`src/rtl/wash_cycle_sequencer.sv`:
```
// Washing-machine cycle controller: coin credit, phase timer, rinse
// passes, fill/heat timeouts and latched faults in one FSM.
// Ports: clock/reset (sync, active high); sig_* machine and operator
// inputs; state code, actuator enables, coin_Return pulse, done, fault,
// fault_Code and rinse_Count outputs.
// Optional build macro PREWASH_EN inserts a PREWASH phase after HEAT.
module wash_cycle_sequencer #(
  parameter int TIMER_WIDTH    = 16,
  parameter int COINS_REQUIRED = 2,
  parameter int NUM_RINSES     = 2,
  parameter int FILL_TIMEOUT   = 1000,
  parameter int HEAT_TIMEOUT   = 2000,
  parameter int WASH_TICKS     = 500,
  parameter int RINSE_TICKS    = 300,
  parameter int SPIN_TICKS     = 400,
  parameter int PREWASH_TICKS  = 200
) (
  input  logic       clock,
  input  logic       reset,
  input  logic       sig_Lid_Closed,
  input  logic       sig_Coin,
  input  logic       sig_Cancel,
  input  logic       sig_Out_Of_Balance,
  input  logic       sig_Motor_Failure,
  input  logic       sig_Full,
  input  logic       sig_Temperature,
  input  logic       sig_Fault_Clear,
  output logic [3:0] state,
  output logic       water_Intake,
  output logic       heater_On,
  output logic       motor_On,
  output logic       drain_On,
  output logic       coin_Return,
  output logic       done,
  output logic       fault,
  output logic [1:0] fault_Code,
  output logic [2:0] rinse_Count
);

  typedef enum logic [3:0] {
    S_IDLE    = 4'd0,
    S_READY   = 4'd1,
    S_FILL    = 4'd2,
    S_HEAT    = 4'd3,
    S_WASH    = 4'd4,
    S_RINSE   = 4'd5,
    S_SPIN    = 4'd6,
    S_DONE    = 4'd7,
    S_FAULT   = 4'd8,
    S_PREWASH = 4'd9
  } state_t;

`ifdef PREWASH_EN
  localparam state_t AFTER_HEAT = S_PREWASH;
`else
  localparam state_t AFTER_HEAT = S_WASH;
`endif

  localparam logic [TIMER_WIDTH-1:0] FILL_LAST =
    TIMER_WIDTH'(FILL_TIMEOUT - 1);
  localparam logic [TIMER_WIDTH-1:0] HEAT_LAST =
    TIMER_WIDTH'(HEAT_TIMEOUT - 1);
  localparam logic [TIMER_WIDTH-1:0] WASH_LAST =
    TIMER_WIDTH'(WASH_TICKS - 1);
  localparam logic [TIMER_WIDTH-1:0] RINSE_LAST =
    TIMER_WIDTH'(RINSE_TICKS - 1);
  localparam logic [TIMER_WIDTH-1:0] SPIN_LAST =
    TIMER_WIDTH'(SPIN_TICKS - 1);
  localparam logic [TIMER_WIDTH-1:0] PRE_LAST =
    TIMER_WIDTH'(PREWASH_TICKS - 1);
  localparam logic [2:0] COIN_N  = 3'(COINS_REQUIRED);
  localparam logic [2:0] RINSE_N = 3'(NUM_RINSES);

  state_t                 st;
  logic [TIMER_WIDTH-1:0] timer;
  logic [2:0]             credit;
  logic                   washed;
  logic                   running;
  logic                   motor_st;

  assign running  = st inside {S_FILL, S_HEAT, S_PREWASH,
                               S_WASH, S_RINSE, S_SPIN};
  assign motor_st = st inside {S_PREWASH, S_WASH, S_RINSE, S_SPIN};

  assign state        = st;
  assign water_Intake = (st == S_FILL);
  assign heater_On    = (st == S_HEAT);
  assign motor_On     = motor_st;
  assign drain_On     = (st == S_SPIN) || (st == S_FAULT);
  assign done         = (st == S_DONE);
  assign fault        = (st == S_FAULT);

  always_ff @(posedge clock) begin
    if (reset) begin
      st          <= S_IDLE;
      timer       <= '0;
      credit      <= '0;
      washed      <= 1'b0;
      rinse_Count <= '0;
      fault_Code  <= '0;
      coin_Return <= 1'b0;
    end else begin
      coin_Return <= 1'b0;
      timer       <= timer + TIMER_WIDTH'(1);
      if (running && motor_st && sig_Motor_Failure) begin
        st         <= S_FAULT;
        timer      <= '0;
        fault_Code <= 2'd2;
      end else if (running && !sig_Lid_Closed) begin
        st         <= S_FAULT;
        timer      <= '0;
        fault_Code <= 2'd3;
      end else if (st == S_SPIN && sig_Out_Of_Balance) begin
        st         <= S_FAULT;
        timer      <= '0;
        fault_Code <= 2'd3;
      end else begin
        unique case (st)
          S_IDLE: begin
            // a coin arriving with cancel is handed straight back
            if (sig_Cancel) begin
              if (credit != 3'd0 || sig_Coin) coin_Return <= 1'b1;
              credit <= '0;
            end else if (sig_Coin) begin
              if (credit + 3'd1 == COIN_N) begin
                st     <= S_READY;
                timer  <= '0;
                credit <= '0;
              end else begin
                credit <= credit + 3'd1;
              end
            end
          end
          S_READY: begin
            if (sig_Cancel) begin
              st          <= S_IDLE;
              timer       <= '0;
              coin_Return <= 1'b1;
            end else if (sig_Lid_Closed) begin
              st    <= S_FILL;
              timer <= '0;
            end
          end
          S_FILL: begin
            if (sig_Full) begin
              st    <= (rinse_Count == 3'd0 && !washed)
                       ? S_HEAT : S_RINSE;
              timer <= '0;
            end else if (timer == FILL_LAST) begin
              st         <= S_FAULT;
              timer      <= '0;
              fault_Code <= 2'd1;
            end else if (sig_Cancel) begin
              st    <= S_SPIN;
              timer <= '0;
            end
          end
          S_HEAT: begin
            if (sig_Temperature) begin
              st    <= AFTER_HEAT;
              timer <= '0;
            end else if (timer == HEAT_LAST) begin
              st         <= S_FAULT;
              timer      <= '0;
              fault_Code <= 2'd1;
            end else if (sig_Cancel) begin
              st    <= S_SPIN;
              timer <= '0;
            end
          end
          S_PREWASH: begin
            if (timer == PRE_LAST) begin
              st    <= S_WASH;
              timer <= '0;
            end else if (sig_Cancel) begin
              st    <= S_SPIN;
              timer <= '0;
            end
          end
          S_WASH: begin
            if (timer == WASH_LAST) begin
              st     <= S_FILL;
              timer  <= '0;
              washed <= 1'b1;
            end else if (sig_Cancel) begin
              st    <= S_SPIN;
              timer <= '0;
            end
          end
          S_RINSE: begin
            if (timer == RINSE_LAST) begin
              rinse_Count <= rinse_Count + 3'd1;
              st    <= (rinse_Count + 3'd1 < RINSE_N)
                       ? S_FILL : S_SPIN;
              timer <= '0;
            end else if (sig_Cancel) begin
              st    <= S_SPIN;
              timer <= '0;
            end
          end
          S_SPIN: begin
            if (timer == SPIN_LAST) begin
              st    <= S_DONE;
              timer <= '0;
            end
          end
          S_DONE: begin
            if (!sig_Lid_Closed) begin
              st          <= S_IDLE;
              timer       <= '0;
              rinse_Count <= '0;
              washed      <= 1'b0;
            end
          end
          S_FAULT: begin
            if (sig_Fault_Clear) begin
              st          <= S_IDLE;
              timer       <= '0;
              fault_Code  <= '0;
              rinse_Count <= '0;
              credit      <= '0;
              washed      <= 1'b0;
            end
          end
          default: begin
            st    <= S_IDLE;
            timer <= '0;
          end
        endcase
      end
    end
  end

endmodule

```
`config.mk`:
```
export PLATFORM = sky130hd
export DESIGN_NAME = wash_cycle_sequencer
export DESIGN_NICKNAME = d
export VERILOG_FILES = /design/src/rtl/wash_cycle_sequencer.sv
export SDC_FILE = /design/constraint.sdc
export NUM_CORES = 1
export LEC_CHECK = 0
export CORE_AREA = 4 4 59 75
export CTS_BUF_LIST = sky130_fd_sc_hd__clkbuf_8
export CTS_CLUSTER_DIAMETER = 120
export DETAILED_ROUTE_END_ITERATION = 6
export DIE_AREA = 0 0 63 79
export PLACE_DENSITY_LB_ADDON = 0.12
export SYNTH_ARGS = -nofsm -noshare
export SYNTH_HDL_FRONTEND = slang
export SYNTH_SLANG_ARGS = --single-unit
export TNS_END_PERCENT = 1
```
`constraint.sdc`:
```
create_clock -name clock -period 3.1 [get_ports clock]
set_input_delay 0.62 -clock clock [delete_from_list [all_inputs] [get_ports clock]]
set_output_delay 0.62 -clock clock [all_outputs]
set_load 0.005 [all_outputs]
```
# Word level (Yosys, flattened, before mapping)
# Cells that the tools add are included.
# W data, S select, Z words.
dict set report totals {
  reg_bits 30
}
dict set report classes {
  add_sub_neg 3
  order_cmp 1
  n_eq_ne 42
  muxes 64
  bitwise_logic 3
  reduce_logical 28
}
# cell n
set ops {}
lappend ops {{$mux W16} 16}
lappend ops {{$pmux W16 S10} 1}
lappend ops {{$mux W4} 19}
lappend ops {{$eq A16 B9 Y1 const B} 3}
lappend ops {{$pmux W4 S10} 1}
lappend ops {{$reduce_and A7 Y1} 4}
lappend ops {{$mux W3} 8}
lappend ops {{$ne A5 B2 Y1 const B} 4}
lappend ops {{$reduce_and A6 Y1} 3}
lappend ops {{$add A16 B1 Y16 const B} 1}
lappend ops {{$eq A16 B10 Y1 const B} 1}
lappend ops {{$eq A16 B11 Y1 const B} 1}
lappend ops {{$eq A16 B8 Y1 const B} 1}
lappend ops {{$eq A4 B3 Y1 const B} 4}
lappend ops {{$mux W2} 8}
lappend ops {{$ne A5 B1 Y1 const B} 3}
lappend ops {{$ne A5 B5 Y1 const B} 3}
lappend ops {{$ne A4 B2 Y1 const B} 3}
lappend ops {{$reduce_bool A6 Y1} 2}
lappend ops {{$ne A2 B2 Y1 const B} 5}
lappend ops {{$pmux W3 S3} 1}
lappend ops {{$reduce_bool A3 Y1} 3}
lappend ops {{$eq A4 B2 Y1 const B} 2}
lappend ops {{$eq A4 B4 Y1 const B} 2}
lappend ops {{24 further kinds} 42}

# Logic depth before layout (Yosys ltp)
dict set report logic_depth {
  ltp_word 9
  mapped_depth 9
  mapped_depth_nobuf 8
}

# Least setup slack after synthesis
# Ideal clock, no wire load.
dict set report synth_timing {
  path_kind {register to register}
  start {register timer[13]}
  end {register timer[12]}
  setup_ns 0.115
  arrival_time_ns 2.165
  t_required_ns 2.985
  slack_ns 0.820
  stages_incl_launch_ff 8
  n_path_buf 1
  synth_period_minus_slack_ns 2.280
  path_cell_list {dfxtp_1 > or4_4 > nor4_4 > a41oi_1 > or2_1 > o31ai_4 > buf_6 > nor2_1}
}
dict set report synth_via {
  elab_chain_cells 4
  elab_cells_between_ends 15
}
# item line_no
set synth_lines {}
lappend synth_lines {{start: declaration} 75} ;# logic [TIMER_WIDTH-1:0] timer;
lappend synth_lines {{start signal: assignment} 104} ;# timer <= timer + TIMER_WIDTH'(1);
lappend synth_lines {{$eq A16 B11 Y1 or $eq A16 B10 Y1 (tied branches)} {162, 149}}
lappend synth_lines {{$mux W16 (on tied branches)} {162, 149}}
lappend synth_lines {{$mux W16 (on tied branches)} {159, 145}}
lappend synth_lines {{$pmux W16 S10 (*)} 118} ;# unique case (st)
# Mark *: on every way between the ends. The rest lies on a longest branch, timed or not.
# A chain may end at the register's enable or synchronous reset.

# Worst setup path after layout
dict set report layout_timing {
  start {register st[3] (netlist: state[3])}
  end {output fault}
}
dict set report layout_via {
  elab_chain_cells 1
}
# item line_no
set layout_lines {}
lappend layout_lines {{start: declaration} 74} ;# state_t st;
lappend layout_lines {{start signal: assignment} 146} ;# st <= (rinse_Count == 3'd0 && !washed)
lappend layout_lines {{start signal: assignment} 193} ;# st <= (rinse_Count + 3'd1 < RINSE_N)
lappend layout_lines {{$eq A4 B4 Y1} 91} ;# assign fault = (st == S_FAULT);
lappend layout_lines {{end: declaration} 35} ;# output logic fault,
# No other way between the ends.

==> impl_metrics.toml <==
[clock_tree]
cts_inserted_buffers = 5
cts-hold-fix-buffers = 0
ctsHtreeMaxLevel = 2
cts-root-buf = "clkbuf_8"
cts_setup_buffers = 0
clkTransAtPathRegs_ns = 0.06
cts_repair_resize_count = 0
clock_latency_ns = 0.28
clock-sinks = 30
cts_tree = "done"
clock_path_buffers = 2

[yosys]
seq_area_frac_synth_pct = 28.7
ys_types = 65
synth-simple-area-share_pct = 33.4
syn_inst = 266
synthArstFlopShare_pct = 0
synth_compound_area_share_pct = 21.6
syn_nets = 282
synth_top_family_by_area = "simple AND/OR/NAND/NOR gates"
synth_mux_area_share_pct = 0.478
yosys_warnings = 0
synth_area_mm2 = 0.00209
synth_edf_count = 0
synth_seq_cells = 30
syn_area_per_cell_um2 = 7.87
synth-adder-area-share_pct = 3.59
synth-xor-area-share_pct = 6.69
synth_flop_cell = "dfxtp_1"

[power]
p_int_uw = 603
seqPwrFrac_pct = 51.0
power_leakage_nw = 0.898
peakVddDrop_uv = 266
clkPwrFrac_pct = 38.8
p_sw_uw = 186
combPwrFrac_pct = 10.2
power.density_mw_per_mm2 = 319
finalPower_uw = 789
sw_frac_of_total_pct = 23.6

[die]
core-area_mm2 = 0.00372
initial_core_util_pct = 56.2
ioPinCount = 26
die_area_mm2 = 0.00498
num_rows = 25
die_h_um = 79
die_w_um = 63

[global_routing]
grt_pass1_wl_um = 8950
grt_pass1_vias = 1962
overflow = 0
antenna_found_initial = 0
grt_usage_pct = 22.2
grt_max_degree = 20

[layout]
mostFrequentLayoutCell = "nor2_1"
antenna_cells = 0
area_growth_pct = 18.1
nets = 311
design_area_mm2 = 0.00247
drive_gt1_share_pct = 9.86
final_cell_mix = "nor2_1, dfxtp_1, clkdlybuf4s50_1"
final_util_pct = 66.4
multi_input_area_mm2 = 0.00138
seqCellArea_um2 = 601
fin_cells = 334
fill_cells = 339

[timing]
rsz0062_at_grt = "no"
setup_ws_ns = 0.324
hold_viol_final = 0
max_freq_ghz = 0.360
relSlewSlack_pct = 66.2
drv_slew = 0
fin_hold_ws_ns = 0.467
period_share_pct = 89.5
setup_violations = 0
fin_skew_ns = 0.00612
fin_tns_setup_ns = 0
worst_pin_slew_ns = 0.500
min_period_ns = 2.78

[route]
ant_nets = 0
via_count = 2033
drt_iter0_markers = 152
wl_per_cell_um = 15.3
wirelength_um = 5110
vias_per_cell = 6.09
drc_errors = 0
drt_first_pass_iters = 4

[setup_path]
critical_path_buf_inv_count = 2
worstSetupEndpointType = "output port"
crit_arrival_ns = 2.16
crit_family = "simple AND/OR/NAND/NOR gates"
worstPathMaxFanout = 9
cp.required_ns = 2.48
start_kind = "register"
crit_type = "reg2out"
critPathMaxStageDelay_ns = 0.70
crit_path_cell_trace = "or4b_2, inv_1, clkdlybuf4s50_1"
cp_slowest_cell = "or4b_2"

[placed_design]
place_hpwl_um = 3970
post_dp_cell_area_mm2 = 0.00239
numPortBuffers = 25
gp_congestion = 0.931
preCtsSetupSlack_ns = 0.371
place_inst = 328

[run_status]
status = "finished clean"

[run]
drv_cap = 0

[min_path]
hold_class = "reg2reg"
==> worst paths after layout <==
check,from,end,slack [ns],depth (start not counted)
worst max-delay path,state[3],fault,0.32,3
worst min-delay path,timer[0],timer[0],0.47,1
worst max register to register,timer[13],fault_Code[0],0.64,6
worst min register to register,timer[0],timer[0],0.47,1
==> logic make-up after synthesis <==
family	count (synthesis)
AND/OR/NAND/NOR	124
AO/OA/AOI/OAI	64
flip-flops	30
buffers and inverters	25
XOR/XNOR	16
adder cells (fa/ha/maj)	6
multiplexers	1
==> Yosys cell counts, types with 6 or more instances <==
master | number | area [um^2]
a21oi_1 | 14 | 70.1
clkbuf_1 | 6 | 22.5
dfxtp_1 | 30 | 601
ha_1 | 6 | 75.1
inv_1 | 14 | 52.6
nand2_1 | 21 | 78.8
nand3_1 | 7 | 35.0
nor2_1 | 31 | 116
nor3_1 | 9 | 45.0
nor4_1 | 6 | 37.5
o21ai_0 | 13 | 65.1
xnor2_1 | 7 | 61.3
xor2_1 | 9 | 78.8
==> state kept, by name (all words and copies together), names as in the netlist <==
register and count:
coin_Return 1, credit 3, fault_Code 2, rinse_Count 3
state 4, timer 16, washed 1
==> final cells by class <==
cell class                      count  share of cell area (%)
Multi-Input combinational cell    211                    55.7
Inverter                           14                    2.13
Timing Repair Buffer               33                    12.6
Sequential cell                    30                    24.3
Tap cell                           40                    2.02
Clock buffer                        6                    3.34
==> routing by layer <==
| layer | vias to the layer above | global-route usage [%] | wire [um] |
|---|---|---|---|
| met5 | - | 0 | 0 |
| met4 | 0 | 9.05 | 108 |
| met3 | 13 | 5.23 | 228 |
| met2 | 57 | 39.1 | 2610 |
| met1 | 940 | 25.5 | 2170 |
| li1 | 1023 | - | - |
==> power by group through the flow <==
stage                     Clock [mW]  Sequential, mW  Combinational, mW
after floorplan                    0           0.408             0.0501
after global placement             0           0.411             0.0790
after detailed placement           0           0.411             0.0801
after CTS                      0.316           0.402             0.0807
after global routing           0.331           0.403             0.0894
final                          0.306           0.402             0.0803
Power figures use the tool's default switching activity.
